**config.mk**
```make
export PLATFORM = sky130hd
export DESIGN_NAME = cmd_arbiter_flat
export DESIGN_NICKNAME = d
export VERILOG_FILES = /design/src/rtl/cmd_arbiter_pkg.sv /design/src/rtl/cmd_arbiter_if.sv /design/src/rtl/cmd_arbiter_wdog.sv /design/src/rtl/cmd_arbiter.sv /design/src/flat_wrapper.sv
export SDC_FILE = /design/constraint.sdc
export NUM_CORES = 1
export LEC_CHECK = 0
export BUFFER_PORTS_ARGS = -buffer_cell sky130_fd_sc_hd__buf_2
export CORE_ASPECT_RATIO = 0.8
export CORE_UTILIZATION = 50
export CTS_CLUSTER_DIAMETER = 60
export DETAILED_ROUTE_END_ITERATION = 8
export PLACE_DENSITY = 0.86
export SLEW_MARGIN = 25
export SYNTH_ARGS = -nofsm -noshare
export SYNTH_HDL_FRONTEND = slang
export SYNTH_SLANG_ARGS = --single-unit
```
**constraint.sdc**
```tcl
create_clock -name clk -period 2.04 [get_ports clk]
set_clock_uncertainty 0.1 [all_clocks]
set_input_delay 0.204 -clock clk [delete_from_list [all_inputs] [get_ports clk]]
set_output_delay 0.204 -clock clk [all_outputs]
set_load 0.02 [all_outputs]
```
**src/rtl/cmd_arbiter_pkg.sv**
```systemverilog
// Shared types and constants for the cmd_arbiter slice.
package kt_arb_pkg;

    typedef enum logic [1:0] {
        IDLE,
        ISSUE,
        EXEC,
        RESP
    } state_t;

    typedef enum logic {
        OWN_RMT,
        OWN_TC
    } owner_t;

    localparam logic [7:0] ACK_BYTE = 8'hA5;
    localparam logic [7:0] NAK_BYTE = 8'h5A;

    // Watchdog counter width: short for simulation builds, long for silicon.
    function automatic int unsigned wdog_width(input int unsigned fast_sim);
        return (fast_sim != 0) ? 16 : 26;
    endfunction

endpackage

```
**src/rtl/cmd_arbiter_if.sv**
```systemverilog
// Requester, cmd_proc and response signals of the command arbiter.
// slave: the arbiter's view. master: the surrounding system's view.
interface cmd_arbiter_if;

    logic [15:0] rmt_cmd;
    logic        rmt_cmd_rdy;
    logic        rmt_clr_cmd_rdy;
    logic [15:0] tc_cmd;
    logic        tc_cmd_rdy;
    logic        tc_clr_cmd_rdy;
    logic [15:0] cmd;
    logic        cmd_rdy;
    logic        cp_clr_cmd_rdy;
    logic        cp_send_resp;
    logic [7:0]  tx_data;
    logic        trmt;
    logic        tc_done;
    logic        tc_nak;
    logic        owner;
    logic        busy;

    modport slave (
        input  rmt_cmd, rmt_cmd_rdy, tc_cmd, tc_cmd_rdy, cp_clr_cmd_rdy, cp_send_resp,
        output rmt_clr_cmd_rdy, tc_clr_cmd_rdy, cmd, cmd_rdy, tx_data, trmt,
               tc_done, tc_nak, owner, busy
    );

    modport master (
        output rmt_cmd, rmt_cmd_rdy, tc_cmd, tc_cmd_rdy, cp_clr_cmd_rdy, cp_send_resp,
        input  rmt_clr_cmd_rdy, tc_clr_cmd_rdy, cmd, cmd_rdy, tx_data, trmt,
               tc_done, tc_nak, owner, busy
    );

endinterface

```
**src/rtl/cmd_arbiter_wdog.sv**
```systemverilog
// Clear/enable watchdog counter. Stops at all ones; all ones is the timeout.
module cmd_wdog #(
    parameter int unsigned WIDTH = 16
) (
    input  logic clk,
    input  logic rst_n,
    input  logic clr,
    input  logic en,
    output logic timeout
);

    logic [WIDTH-1:0] cnt_q;

    assign timeout = &cnt_q;

    // Count while enabled, hold at saturation, clear has priority.
    always_ff @(posedge clk or negedge rst_n) begin
        if (!rst_n) begin
            cnt_q <= '0;
        end else if (clr) begin
            cnt_q <= '0;
        end else if (en && !timeout) begin
            cnt_q <= cnt_q + WIDTH'(1);
        end
    end

endmodule

```
**src/rtl/cmd_arbiter.sv**
```systemverilog
// Two-requester command arbiter in front of cmd_proc.
// Optional macro CMD_ARB_RR_EN: round-robin tie breaking instead of
// fixed remote-over-tour priority.
module cmd_arbiter
    import kt_arb_pkg::*;
#(
    parameter int unsigned FAST_SIM = 1,
    parameter logic [7:0]  ACK      = ACK_BYTE,
    parameter logic [7:0]  NAK      = NAK_BYTE,
    // Derived from FAST_SIM; a narrower override only shortens the timeout.
    parameter int unsigned WDOG_W   = wdog_width(FAST_SIM)
) (
    input logic         clk,
    input logic         rst_n,
    cmd_arbiter_if.slave bus
);

    state_t      state_q, state_d;
    owner_t      owner_q, owner_d;
    logic [15:0] cmd_q, cmd_d;
    logic        cmd_rdy_q, cmd_rdy_d;
    logic [7:0]  tx_data_q, tx_data_d;
    logic        trmt_q, trmt_d;
    logic        tc_done_q, tc_done_d;
    logic        tc_nak_q, tc_nak_d;
    logic        rmt_clr_q, rmt_clr_d;
    logic        tc_clr_q, tc_clr_d;
    logic        busy_q, busy_d;

    logic wd_clr, wd_en, wd_timeout;
    logic any_req, pick_tc;
    logic resp_go, resp_nak;

    cmd_wdog #(
        .WIDTH(WDOG_W)
    ) u_wdog (
        .clk    (clk),
        .rst_n  (rst_n),
        .clr    (wd_clr),
        .en     (wd_en),
        .timeout(wd_timeout)
    );

    assign any_req = bus.rmt_cmd_rdy | bus.tc_cmd_rdy;

`ifdef CMD_ARB_RR_EN
    owner_t last_owner_q;

    // A tie goes to whoever was not served last; a lone requester always wins.
    assign pick_tc = bus.tc_cmd_rdy & (~bus.rmt_cmd_rdy | (last_owner_q == OWN_RMT));

    // Remember the most recent grant; reset to tour so remote wins the first tie.
    always_ff @(posedge clk or negedge rst_n) begin
        if (!rst_n) begin
            last_owner_q <= OWN_TC;
        end else if (state_q == IDLE && any_req) begin
            last_owner_q <= pick_tc ? OWN_TC : OWN_RMT;
        end
    end
`else
    assign pick_tc = bus.tc_cmd_rdy & ~bus.rmt_cmd_rdy;
`endif

    // Next state and next registered outputs.
    always_comb begin
        state_d   = state_q;
        owner_d   = owner_q;
        cmd_d     = cmd_q;
        cmd_rdy_d = cmd_rdy_q;
        tx_data_d = tx_data_q;
        trmt_d    = 1'b0;
        tc_done_d = 1'b0;
        tc_nak_d  = 1'b0;
        rmt_clr_d = 1'b0;
        tc_clr_d  = 1'b0;
        wd_clr    = 1'b0;
        wd_en     = 1'b0;
        resp_go   = 1'b0;
        resp_nak  = 1'b0;

        unique case (state_q)
            IDLE: begin
                wd_clr = 1'b1;
                if (any_req) begin
                    state_d   = ISSUE;
                    owner_d   = pick_tc ? OWN_TC : OWN_RMT;
                    cmd_d     = pick_tc ? bus.tc_cmd : bus.rmt_cmd;
                    cmd_rdy_d = 1'b1;
                    rmt_clr_d = ~pick_tc;
                    tc_clr_d  = pick_tc;
                end
            end
            ISSUE: begin
                wd_en = 1'b1;
                if (wd_timeout) begin
                    cmd_rdy_d = 1'b0;
                    resp_go   = 1'b1;
                    resp_nak  = 1'b1;
                end else if (bus.cp_clr_cmd_rdy) begin
                    cmd_rdy_d = 1'b0;
                    state_d   = EXEC;
                end
            end
            EXEC: begin
                wd_en = 1'b1;
                // Completion beats a simultaneous timeout.
                if (bus.cp_send_resp) begin
                    resp_go = 1'b1;
                end else if (wd_timeout) begin
                    resp_go  = 1'b1;
                    resp_nak = 1'b1;
                end
            end
            RESP: begin
                wd_clr  = 1'b1;
                state_d = IDLE;
            end
            default: begin
                state_d = IDLE;
            end
        endcase

        if (resp_go) begin
            state_d = RESP;
            if (owner_q == OWN_RMT) begin
                trmt_d    = 1'b1;
                tx_data_d = resp_nak ? NAK : ACK;
            end else begin
                tc_done_d = 1'b1;
                tc_nak_d  = resp_nak;
            end
        end

        busy_d = (state_d != IDLE);
    end

    // State and output registers.
    always_ff @(posedge clk or negedge rst_n) begin
        if (!rst_n) begin
            state_q   <= IDLE;
            owner_q   <= OWN_RMT;
            cmd_q     <= '0;
            cmd_rdy_q <= 1'b0;
            tx_data_q <= '0;
            trmt_q    <= 1'b0;
            tc_done_q <= 1'b0;
            tc_nak_q  <= 1'b0;
            rmt_clr_q <= 1'b0;
            tc_clr_q  <= 1'b0;
            busy_q    <= 1'b0;
        end else begin
            state_q   <= state_d;
            owner_q   <= owner_d;
            cmd_q     <= cmd_d;
            cmd_rdy_q <= cmd_rdy_d;
            tx_data_q <= tx_data_d;
            trmt_q    <= trmt_d;
            tc_done_q <= tc_done_d;
            tc_nak_q  <= tc_nak_d;
            rmt_clr_q <= rmt_clr_d;
            tc_clr_q  <= tc_clr_d;
            busy_q    <= busy_d;
        end
    end

    assign bus.cmd             = cmd_q;
    assign bus.cmd_rdy         = cmd_rdy_q;
    assign bus.owner           = owner_q;
    assign bus.tx_data         = tx_data_q;
    assign bus.trmt            = trmt_q;
    assign bus.tc_done         = tc_done_q;
    assign bus.tc_nak          = tc_nak_q;
    assign bus.rmt_clr_cmd_rdy = rmt_clr_q;
    assign bus.tc_clr_cmd_rdy  = tc_clr_q;
    assign bus.busy            = busy_q;

endmodule

```
**src/flat_wrapper.sv**
```systemverilog
// flat-port wrapper written by rule: the top's interface ports become plain ports
module cmd_arbiter_flat import kt_arb_pkg::*;
#(
    parameter int unsigned FAST_SIM = 1,
    parameter logic [7:0]  ACK      = ACK_BYTE,
    parameter logic [7:0]  NAK      = NAK_BYTE,
                                                                            
    parameter int unsigned WDOG_W   = wdog_width(FAST_SIM)
)
  (clk, rst_n, bus_rmt_cmd, bus_rmt_cmd_rdy, bus_tc_cmd, bus_tc_cmd_rdy, bus_cp_clr_cmd_rdy, bus_cp_send_resp, bus_rmt_clr_cmd_rdy, bus_tc_clr_cmd_rdy, bus_cmd, bus_cmd_rdy, bus_tx_data, bus_trmt, bus_tc_done, bus_tc_nak, bus_owner, bus_busy);
  cmd_arbiter_if bus_i ();
  input logic clk;
  input logic rst_n;
  input wire logic [$bits(bus_i.rmt_cmd)-1:0] bus_rmt_cmd;
  input wire logic [$bits(bus_i.rmt_cmd_rdy)-1:0] bus_rmt_cmd_rdy;
  input wire logic [$bits(bus_i.tc_cmd)-1:0] bus_tc_cmd;
  input wire logic [$bits(bus_i.tc_cmd_rdy)-1:0] bus_tc_cmd_rdy;
  input wire logic [$bits(bus_i.cp_clr_cmd_rdy)-1:0] bus_cp_clr_cmd_rdy;
  input wire logic [$bits(bus_i.cp_send_resp)-1:0] bus_cp_send_resp;
  output wire logic [$bits(bus_i.rmt_clr_cmd_rdy)-1:0] bus_rmt_clr_cmd_rdy;
  output wire logic [$bits(bus_i.tc_clr_cmd_rdy)-1:0] bus_tc_clr_cmd_rdy;
  output wire logic [$bits(bus_i.cmd)-1:0] bus_cmd;
  output wire logic [$bits(bus_i.cmd_rdy)-1:0] bus_cmd_rdy;
  output wire logic [$bits(bus_i.tx_data)-1:0] bus_tx_data;
  output wire logic [$bits(bus_i.trmt)-1:0] bus_trmt;
  output wire logic [$bits(bus_i.tc_done)-1:0] bus_tc_done;
  output wire logic [$bits(bus_i.tc_nak)-1:0] bus_tc_nak;
  output wire logic [$bits(bus_i.owner)-1:0] bus_owner;
  output wire logic [$bits(bus_i.busy)-1:0] bus_busy;
  assign bus_i.rmt_cmd = bus_rmt_cmd;
  assign bus_i.rmt_cmd_rdy = bus_rmt_cmd_rdy;
  assign bus_i.tc_cmd = bus_tc_cmd;
  assign bus_i.tc_cmd_rdy = bus_tc_cmd_rdy;
  assign bus_i.cp_clr_cmd_rdy = bus_cp_clr_cmd_rdy;
  assign bus_i.cp_send_resp = bus_cp_send_resp;
  assign bus_rmt_clr_cmd_rdy = bus_i.rmt_clr_cmd_rdy;
  assign bus_tc_clr_cmd_rdy = bus_i.tc_clr_cmd_rdy;
  assign bus_cmd = bus_i.cmd;
  assign bus_cmd_rdy = bus_i.cmd_rdy;
  assign bus_tx_data = bus_i.tx_data;
  assign bus_trmt = bus_i.trmt;
  assign bus_tc_done = bus_i.tc_done;
  assign bus_tc_nak = bus_i.tc_nak;
  assign bus_owner = bus_i.owner;
  assign bus_busy = bus_i.busy;
  cmd_arbiter #(.FAST_SIM(FAST_SIM), .ACK(ACK), .NAK(NAK), .WDOG_W(WDOG_W)) u_core (.clk(clk), .rst_n(rst_n), .bus(bus_i));
endmodule
```
==> metrics.txt <==
Die ar. between 4000 and 5000 µm²; deepest clock path buffer count 2; worst-path cell chain ha_1, and4_4, and4_1, o21ai_1, o21ai_0, nand2_1; Finished Cell Area 2600 µm²; RR Startpoint u_core.u_wdog.cnt_q[0]; Yosys warnings 0; syn avg cell area about 10 µm²; asr flop ratio synth 1.00; Clock Latency Late Sink 0.28 ns; ys flop type dfrtp_1; CTS tree done; worst-margin pin slew 0.654 ns; syn_nets roughly 260; Clk pin slew, worst setup/hold paths 0.07 ns; Area contributors post-synth dfrtp_1 51%, mux2i_1 7.9%, o21ai_0 5.8%; flops & latches, synth 44; Setup crit end kind register; P_leak 1.31 nW; CP Launch Type register; worst hold endpoint u_core.bus.cmd[12]; DP Wirelength roughly 3200 µm; post-route ant nets 0; core box area 3950 µm²; Worst Hold Depth 3; outcome completed; Initial Util 0.543; Die Ht 60.6 µm; HP Class input pin to register; total negative slack 0 ns; vias in the first global route 1,631; clock tree sinks 44; Worst R2R Path Depth 6; initial antenna violation count 0; layout cells sized above 1 0.310; Final Max Tran Viols 0; Max Clk Rate between 0.5 and 0.6 GHz; count leader, synth dfrtp_1; fin crit share 0.934; RSZ-0062 raised after global routing no; Post-synth EDFFs 0; worst vdd ir between 800 and 900 µV; largest net degree at the start of global routing 45; commonest cells in the netlist 44 x dfrtp_1, 31 x nand2_1, 25 x o21ai_0; Row Count 20; CP Max Fanout 8; DRC viols 0; Yosys top cell area share 0.513; area leader, netlist dfrtp_1; WP data required approximately 2.1 ns; Vias per Instance 5.13; WL final 4230 µm; placed cell area 2510 µm²; PortBufs 69; total power between 3 and 4 mW; slowest stage delay, CP approximately 0.40 ns; post-synthesis cell count 214; max cap viols 0; cell at the slowest stage of the critical path dfrtp_1; power per cell area roughly 1200 nW/µm²; H-Tree Depth 2; post-synthesis sequential area ratio 0.513; nets between 300 and 400; drt pass-1 iters 4; Hold Crit Start bus_rmt_cmd[12]; Tmin final 1.91 ns; Root Driver clkbuf_8; post-CTS setup buffers 0; Vias 1,723; final setup fails 0; die width 75.3 µm; P&R area growth vs syn 21.1%; TritonCTS Buffers 5; I/O pins 70; antenna diode count 0; All-Layer GR Usage 0.214; Wirelength per Cell approximately 13 µm; WP data arrival 1.98 ns; Crit Path Class register to register; R2R Setup Slk 0.13 ns; mapped cell area 2150 µm²; first-pass GRT wire length 7270 µm; Hold Violations, Final 0; Max-slew headroom 0.563; RR Endpoint u_core.bus.tx_data[6]; Placer Congestion 0.939; count of different cell masters after synthesis 34; initial DRC count 93; total grt overflow 0
==> placed cells by master, fill, tap and decap left out <==
master	Yosys	final
o21ai_0	25	25
nor2b_2	0	1
nor3_1	4	4
xor2_1	6	6
buf_4	6	4
o21ai_1	2	1
nor2_1	15	15
clkbuf_8	0	5
o21bai_1	1	1
and4_1	2	2
and3_2	2	2
and2_1	4	4
nand2_1	31	31
ha_1	4	4
inv_1	5	5
xnor2_1	3	3
a311o_1	1	1
nand4_1	3	3
or3_1	4	4
and4_4	1	1
and3_1	3	3
and2b_2	1	1
dfrtp_1	44	44
o21a_1	1	1
clkinv_2	0	1
o21ai_4	0	1
nand4_4	1	1
a31oi_1	1	1
buf_2	2	69
dlygate4sd3_1	0	1
and4_2	1	1
clkbuf_1	4	1
nand3_1	4	4
a211o_1	2	2
a21oi_1	7	7
nor2b_1	3	2
a211oi_1	2	2
mux2i_1	17	17
==> power by group <==
group	total [mW]	internal, mW	switching (mW)
registers	1.26	1.12	0.145
clock network	0.496	0.233	0.263
logic	1.28	0.444	0.836
total	3.04	1.79	1.24
==> flip-flops by register name, summed over array words and instances (netlist names), 2 cells and up <==
name                 cells
u_core.bus.cmd          16
u_core.bus.tx_data       2
u_core.state_q           2
u_core.u_wdog.cnt_q     16
==> final cells by class <==
| cell class | instances | area [µm²] |
|---|---|---|
| Inverter | 5 | 18.8 |
| Clock buffer | 6 | 72.6 |
| Fill cell | 332 | 1350 |
| Timing Repair Buffer | 74 | 385 |
| Sequential cell | 44 | 1100 |
| Clock inverter | 1 | 5.00 |
| Tap cell | 55 | 68.8 |
| Multi-Input combinational cell | 151 | 950 |
==> through the flow <==
stage	cells	hold slack [ns]	utilization	setup WS, ns
after floorplan	214	-0.192	-	0.226
after global placement	328	0.208	0.634	0.209
after detailed placement	328	0.211	0.634	0.162
after CTS	336	0.0977	0.656	0.137
after global routing	336	0.121	0.658	0.0326
final	336	0.106	0.658	0.134
==> worst max-delay path, delay by kind of cell (launching register included) <==
family          cells  cell delay (ns)
simple gates        3             0.72
flops               1             0.40
compound gates      2             0.38
fa+ha+maj           1             0.21
==> logic make-up (layout without fill, tap and decap cells) <==
kind of cell	Yosys count	in the layout	synth area share
xor+xnor	9	9	0.0367
buf+inv	19	86	0.0518
mux	17	17	0.0792
compound gates	42	42	0.109
simple gates	79	79	0.188
flops	44	44	0.513
fa+ha+maj	4	4	0.0233
==> layer usage <==
layer	global-route usage	part of all wire	up-vias
li1	-	-	860
met1	0.283	0.47	820
met2	0.362	0.49	38
met3	0.0415	0.035	5
met4	0.0661	0.0085	0
met5	0	0	-
==> repair_timing <==
item	4_1_cts	5_1_grt
endpoints found under the hold margin	44	0
hold buffers	1	0
gates resized for setup	0	0
==> worst max-delay path by stage <==
| stage | endpoint | from | cells after the start |
|---|---|---|---|
| floorplan | u_core.bus.busy | u_core.u_wdog.cnt_q[0] | 6 |
| global placement | u_core.bus.busy | u_core.u_wdog.cnt_q[0] | 5 |
| detailed placement | u_core.u_wdog.cnt_q[13] | u_core.u_wdog.cnt_q[0] | 5 |
| CTS | u_core.bus.tx_data[6] | u_core.u_wdog.cnt_q[0] | 6 |
| global route | u_core.bus.tx_data[6] | u_core.u_wdog.cnt_q[0] | 6 |
| finish | u_core.bus.tx_data[6] | u_core.u_wdog.cnt_q[0] | 6 |
Power figures use the tool's default switching activity.
